[src/rtl/imm_encoder.sv]
// Immediate encoder: inserts a 32-bit immediate into the I/S/B/U/J fields of an
// instruction word through a 2-stage valid/ready pipeline. Optional macro IMM_RANGE_CHECK_EN.
module imm_encoder #(
    parameter int unsigned CNT_W = 16
) (
    input  logic             clk,
    input  logic             rst,
    input  logic             in_valid,
    output logic             in_ready,
    input  logic [31:0]      in_base,
    input  logic [31:0]      in_imm,
    input  logic [2:0]       in_imm_type,
    output logic             out_valid,
    input  logic             out_ready,
    output logic [31:0]      out_inst,
    output logic             out_err,
    output logic [CNT_W-1:0] enc_count,
    output logic [CNT_W-1:0] err_count
);

    typedef enum logic [2:0] {
        IMM_I = 3'd0,
        IMM_S = 3'd1,
        IMM_B = 3'd2,
        IMM_U = 3'd3,
        IMM_J = 3'd4
    } imm_type_e;

    logic        s1_valid;
    logic [31:0] s1_base;
    logic [31:0] s1_imm;
    logic [2:0]  s1_type;
    logic        s1_advance;
    logic [31:0] mask_c;
    logic [31:0] packed_c;
    logic        err_c;

    // Stage 1 may move on when the output register is empty or being consumed.
    assign s1_advance = !out_valid || out_ready;
    assign in_ready   = !s1_valid || s1_advance;

    // Field mask and scattered immediate bits for the held request.
    always_comb begin
        mask_c   = 32'h0;
        packed_c = 32'h0;
        err_c    = 1'b0;
        case (s1_type)
            IMM_I: begin
                mask_c   = 32'hFFF0_0000;
                packed_c = {s1_imm[11:0], 20'h0};
            end
            IMM_S: begin
                mask_c   = 32'hFE00_0F80;
                packed_c = {s1_imm[11:5], 13'h0, s1_imm[4:0], 7'h0};
            end
            IMM_B: begin
                mask_c   = 32'hFE00_0F80;
                packed_c = {s1_imm[12], s1_imm[10:5], 13'h0, s1_imm[4:1], s1_imm[11], 7'h0};
            end
            IMM_U: begin
                mask_c   = 32'hFFFF_F000;
                packed_c = {s1_imm[31:12], 12'h0};
            end
            IMM_J: begin
                mask_c   = 32'hFFFF_F000;
                packed_c = {s1_imm[20], s1_imm[10:1], s1_imm[11], s1_imm[19:12], 12'h0};
            end
            default: begin
                mask_c   = 32'h0;
                packed_c = 32'h0;
            end
        endcase
`ifdef IMM_RANGE_CHECK_EN
        case (s1_type)
            IMM_I, IMM_S: err_c = !((&s1_imm[31:11]) || !(|s1_imm[31:11]));
            IMM_B:        err_c = !((&s1_imm[31:12]) || !(|s1_imm[31:12])) || s1_imm[0];
            IMM_U:        err_c = |s1_imm[11:0];
            IMM_J:        err_c = !((&s1_imm[31:20]) || !(|s1_imm[31:20])) || s1_imm[0];
            default:      err_c = 1'b1;
        endcase
`endif
    end

    // Stage 1: capture request.
    always_ff @(posedge clk or posedge rst) begin
        if (rst) begin
            s1_valid <= 1'b0;
            s1_base  <= 32'h0;
            s1_imm   <= 32'h0;
            s1_type  <= 3'h0;
        end else if (in_ready) begin
            s1_valid <= in_valid;
            if (in_valid) begin
                s1_base <= in_base;
                s1_imm  <= in_imm;
                s1_type <= in_imm_type;
            end
        end
    end

    // Stage 2: merge and hold while the consumer stalls.
    always_ff @(posedge clk or posedge rst) begin
        if (rst) begin
            out_valid <= 1'b0;
            out_inst  <= 32'h0;
            out_err   <= 1'b0;
        end else if (s1_advance) begin
            out_valid <= s1_valid;
            if (s1_valid) begin
                out_inst <= (s1_base & ~mask_c) | packed_c;
                out_err  <= err_c;
            end
        end
    end

    always_ff @(posedge clk or posedge rst) begin
        if (rst) begin
            enc_count <= '0;
            err_count <= '0;
        end else if (out_valid && out_ready) begin
            enc_count <= enc_count + CNT_W'(1);
            if (out_err) begin
                err_count <= err_count + CNT_W'(1);
            end
        end
    end

endmodule

[config.mk]
export PLATFORM = sky130hd
export DESIGN_NAME = imm_encoder
export DESIGN_NICKNAME = d
export VERILOG_FILES = /design/src/rtl/imm_encoder.sv
export SDC_FILE = /design/constraint.sdc
export NUM_CORES = 1
export LEC_CHECK = 0
export ABC_CLOCK_PERIOD_IN_PS = 7800
export BUFFER_PORTS_ARGS = -buffer_cell sky130_fd_sc_hd__clkbuf_2
export CAP_MARGIN = 10
export CORE_ASPECT_RATIO = 0.9
export CORE_MARGIN = 4
export CORE_UTILIZATION = 39
export DETAILED_ROUTE_END_ITERATION = 12
export SKIP_LAST_GASP = 1
export SYNTH_ARGS = -nofsm -noshare
export SYNTH_HDL_FRONTEND = slang
export SYNTH_SLANG_ARGS = --single-unit
[constraint.sdc]
create_clock -name clk -period 7.8 [get_ports clk]
set_clock_uncertainty 0.15 [all_clocks]
set_input_delay 0.39 -clock clk [delete_from_list [all_inputs] [get_ports clk]]
set_output_delay 0.39 -clock clk [all_outputs]
set_load 0.03 [all_outputs]
# == Word-level counts from Yosys, hierarchy flattened ==
# Cells that the tools add are included.
# totals
regBits,117
word_cells,27
ramBits,0
rom_bits,0
latchBits,0
mem_count,0
# classes
shift,0
n_addsub,1
n_reduce_logical,10
n_lt_le_gt_ge,0
n_bitwise,3
muxes,2
n_div,0
multipliers,0
eq_ne,4
# ops
op,n
case mux 32 bit (5 select lines),1
case mux 32 bit (3 select lines),1
bitwise AND 32 bit,1
inverter 32 bit,1
bitwise OR 32 bit,1
"adder 16 x 1 -> 16 bit, second input constant",1
"equality test 3 x 2 -> 1 bit, second input constant",2
AND reduction 2 bit,2
OR reduction 2 bit,2
"equality test 3 x 1 -> 1 bit, second input constant",1
"equality test 3 bit, second input constant",1
logical NOT 3 bit,1
logical NOT 1 bit,2
logical OR 1 bit,2
logical AND 1 bit,1

# == Longest topological paths before layout ==
# depth
depth_word,6
ltp_mapped,6

# == Worst setup path after synthesis ==
# OpenSTA, ideal clock, no wires.
# synth_path
path_type,register to register
from,register out_valid
to,register s1_base[10]
setup_time_ns,0.125
n_path_buf,2
path_stages_with_launch,6
path_slack_ns,5.980
synth_period_minus_slack_ns,1.820
arrival_time_ns,1.544
path_cell_list,dfrtp_1 nand3b_4 nand2_2 buf_6 buf_6 mux2_4
# synth_between
elab_chain_len,4
# synth_rtl
element,line_no,source
start: declaration,13,"output logic out_valid,"
start signal: assignment,108,out_valid <= s1_valid;
logical NOT 1 bit,39,assign s1_advance = !out_valid || out_ready;
logical OR 1 bit,39,
logical OR 1 bit,40,assign in_ready = !s1_valid || s1_advance;
named net in_ready,9,"output logic in_ready,"
AND reduction 2 bit (no line),--,
end signal: assignment,94,s1_base <= in_base;
end: declaration,30,logic [31:0] s1_base;
# The timed path passes the listed nets, and every way through them passes these cells.
# A chain may end at the register's enable or synchronous reset.

# == Worst setup path after layout ==
# layout_path
from,register s1_type[1]
to,register out_inst[18]
# layout_between
elab_chain_len,6
word_cells_on_any_way,12
cone_classes,eq/ne (4); mux (2); bitwise (3); reduce/logical (3)
# layout_rtl
element,line_no,source
start: declaration,32,logic [2:0] s1_type;
start signal: assignment,96,s1_type <= in_imm_type;
"equality test 3 bit, or another cell as far along",47,case (s1_type)
OR reduction 2 bit (no line),--,
case mux 32 bit (3 select lines),47,
inverter 32 bit,110,out_inst <= (s1_base & ~mask_c) | packed_c;
bitwise AND 32 bit,110,
bitwise OR 32 bit (*),110,
end signal: assignment,110,
end: declaration,15,"output logic [31:0] out_inst,"
# Mark *: on every way between the ends. The rest lies on a longest branch, timed or not.

==> impl_metrics.env <==
export IMPL_status="finished clean"
export IMPL_syn_area_um2=5220
export IMPL_path_clk_slew_ns=0.05
export IMPL_ys_types=44
export IMPL_port_buffers=120
export IMPL_total_power_mw=2.00
export IMPL_p_per_area_nw_per_um2=312
export IMPL_postCtsSetupRepairBufs=0
export IMPL_cts_buffers=17
export IMPL_rows=39
export IMPL_startpoint="s1_type[1]"
export IMPL_critical_path_startpoint_type="flop"
export IMPL_cts_root_buf="clkbuf_16"
export IMPL_fin_ws_ns=5.52
export IMPL_dieArea_um2=15300
export IMPL_clock_path_buffers=2
export IMPL_drtIter0Drc=132
export IMPL_final_common_cell="clkbuf_2"
export IMPL_yosysWarnings=0
export IMPL_clk_latency_ns=0.40
export IMPL_drv_slew=0
export IMPL_fin_crit_ns=2.28
export IMPL_clock_sinks=117
export IMPL_grt_pass1_vias=3408
export IMPL_reg2reg_from="s1_type[1]"
export IMPL_ys_seq_area_frac=0.561
export IMPL_p_clk_frac=0.358
export IMPL_htree_levels=4
export IMPL_dp_hpwl_um=7270
export IMPL_crit_end="out_inst[18]"
export IMPL_synth_top_flop_cell="dfrtp_1"
export IMPL_ys_ff_latch=117
export IMPL_cts_resized=0
export IMPL_routed_top_layer="met4"
export IMPL_start_util=0.405
export IMPL_setup_tns_ns=0
export IMPL_firstDrtPassIters=4
export IMPL_io_pins=138
export IMPL_grt_pass1_wl_um=18000
export IMPL_num_fill_cells=1168
export IMPL_dr_wl_met3_um=728
export IMPL_finalSetupViolCount=0
export IMPL_wirelength_um=10700
export IMPL_synth_avg_cell_area_um2=13.4
export IMPL_required_ns=7.90
export IMPL_core_um2=12900
export IMPL_avgRoutedWirePerCell_um=15.6
export IMPL_drc=0
export IMPL_slew_headroom=0.282
export IMPL_p_seq_frac=0.408
export IMPL_max_freq_ghz=0.438
export IMPL_seq_area_um2=2930
export IMPL_synthToLayoutAreaGrowth_pct=22.7
export IMPL_synth_enable_flop_cells=0
export IMPL_final_cell_mix="clkbuf_2, dfrtp_1, mux2_2, nand2_1, mux2_4"
export IMPL_p_leak_nw=3.16
export IMPL_diodes=0
export IMPL_antenna_found_initial=0
export IMPL_viasPerCell=4.79
export IMPL_route_vias_total=3293
export IMPL_p_switching_mw=0.631
export IMPL_finalHoldViolations=0
export IMPL_cap_violations=0
export IMPL_place_ws_ns=5.47
export IMPL_vdd_drop_max_mv=0.168
export IMPL_sw_frac_of_total=0.315
export IMPL_die_width_um=130
export IMPL_worstMarginPinSlew_ns=1.08
export IMPL_grt_usage=0.151
export IMPL_place_congestion=0.732
export IMPL_cts_tree="done"
export IMPL_finalCritPeriodShare=0.292
export IMPL_comb_power_share=0.234
export IMPL_regToRegSetupSlack_ns=5.52
export IMPL_routed_wl_met2_um=5090
export IMPL_p_int_mw=1.37
export IMPL_critPathKind="flop to flop"
export IMPL_grt_overflow=0
export IMPL_worst_ep_arrival_time_ns=2.38
export IMPL_rsz0062_at_grt="false"
export IMPL_drive_above_1_share=0.468
export IMPL_die_y_um=118
export IMPL_nNetsFinal=583
export IMPL_async_reset_ff_frac=1.00
export IMPL_r2r_cells=4
export IMPL_hold_class="primary input to flop"
export IMPL_ant_nets=0
export IMPL_multi_input_area_um2=2100
export IMPL_cp_end_kind="flop"
export IMPL_wl_met1_um=4790
export IMPL_grt_max_degree=75
export IMPL_critPathMaxFanout=17
export IMPL_syn_inst=390
export IMPL_regToRegEndpoint="out_inst[18]"
## logic make-up (layout without fill, tap and decap cells)
logic type               after synthesis  count (layout)  synth area share
buffers and inverters                 37             155            0.0506
multiplexers                          97              97             0.227
adder cells (fa/ha/maj)                2               2           0.00431
flip-flops                           117             117             0.561
AO/OA/AOI/OAI                         45              45            0.0539
other                                  1              17          0.000718
XOR/XNOR                              16              16            0.0283
AND/OR/NAND/NOR                       75              75            0.0748
## cell type report
class,instances,area share
Multi-Input combinational cell,252,0.327
Tap cell,164,0.0320
Inverter,1,0.000976
Timing Repair Buffer,122,0.0965
Sequential cell,117,0.457
Clock inverter,11,0.0129
Clock buffer,21,0.0734
## cell usage after synthesis, types with 2 or more instances
cell,instances,share of area
xnor2_1,12,0.020
nand3_1,6,0.0058
buf_2,7,0.0067
o21ai_1,3,0.0029
a21oi_1,4,0.0038
dfrtp_1,117,0.56
o22a_1,2,0.0034
o22ai_1,7,0.0084
nand3b_4,2,0.0077
nand2_2,2,0.0024
nand2_1,34,0.024
o31ai_1,7,0.010
buf_6,5,0.011
mux2_4,30,0.086
clkbuf_1,3,0.0022
o21ai_0,16,0.015
mux2i_1,17,0.033
xor2_1,3,0.0050
nand2b_1,4,0.0048
and2_1,2,0.0024
and4_1,2,0.0034
buf_4,21,0.030
nor2_1,14,0.010
mux2_2,50,0.11
## sequential cells by signal (all words and copies together), names as in the netlist
| signal | flops |
|---|---|
| s1_valid | 1 |
| s1_imm | 32 |
| out_valid | 1 |
| enc_count | 16 |
| out_inst | 32 |
| s1_base | 32 |
| s1_type | 3 |
## through the flow
stage | util | hold WS [ns] | instance area [µm²] | cells
after floorplan | - | 0.324 | 5280 | 406
after detailed placement | 0.454 | 0.316 | 5840 | 655
after global routing | 0.497 | 0.0435 | 6410 | 688
after CTS | 0.497 | 0.0398 | 6410 | 688
final | 0.497 | 0.0629 | 6410 | 688
after global placement | 0.454 | 0.310 | 5840 | 655
## power groups by stage
stage	logic, mW	clock network, mW	registers [mW]
after detailed placement	0.474	0	0.826
after global routing	0.509	0.765	0.835
final	0.468	0.715	0.816
after CTS	0.477	0.736	0.817
after global placement	0.468	0	0.822
after floorplan	0.250	0	0.918
## critical path, cell delays in order (launching register included)
cell and delay [ns]:
dfrtp_1 0.82, nor2_1 0.21, a21boi_2 0.58, mux2i_1 0.26, o21ai_0 0.08
## worst min path at each step
stage,start,cells after the start,endpoint,slack (ns)
final,in_base[10],2,s1_base[10],0.06
after global routing,in_base[4],2,s1_base[4],0.04
after CTS,in_base[10],2,s1_base[10],0.04
after detailed placement,enc_count[15],1,enc_count[15],0.32
after global placement,enc_count[15],1,enc_count[15],0.31
after floorplan,s1_imm[21],1,s1_imm[21],0.32
## layer usage
| metal | vias to the layer above | GRT usage |
|---|---|---|
| met4 | 0 | 0.0468 |
| met3 | 10 | 0.0603 |
| li1 | 1577 | - |
| met2 | 96 | 0.233 |
| met5 | - | 0 |
| met1 | 1610 | 0.194 |
## repair_timing
item                                    CTS  global route
hold endpoints to repair                 43             0
endpoints found under the setup margin    0             0
hold buffers                              1             0
(Power assumes the default switching activity.)
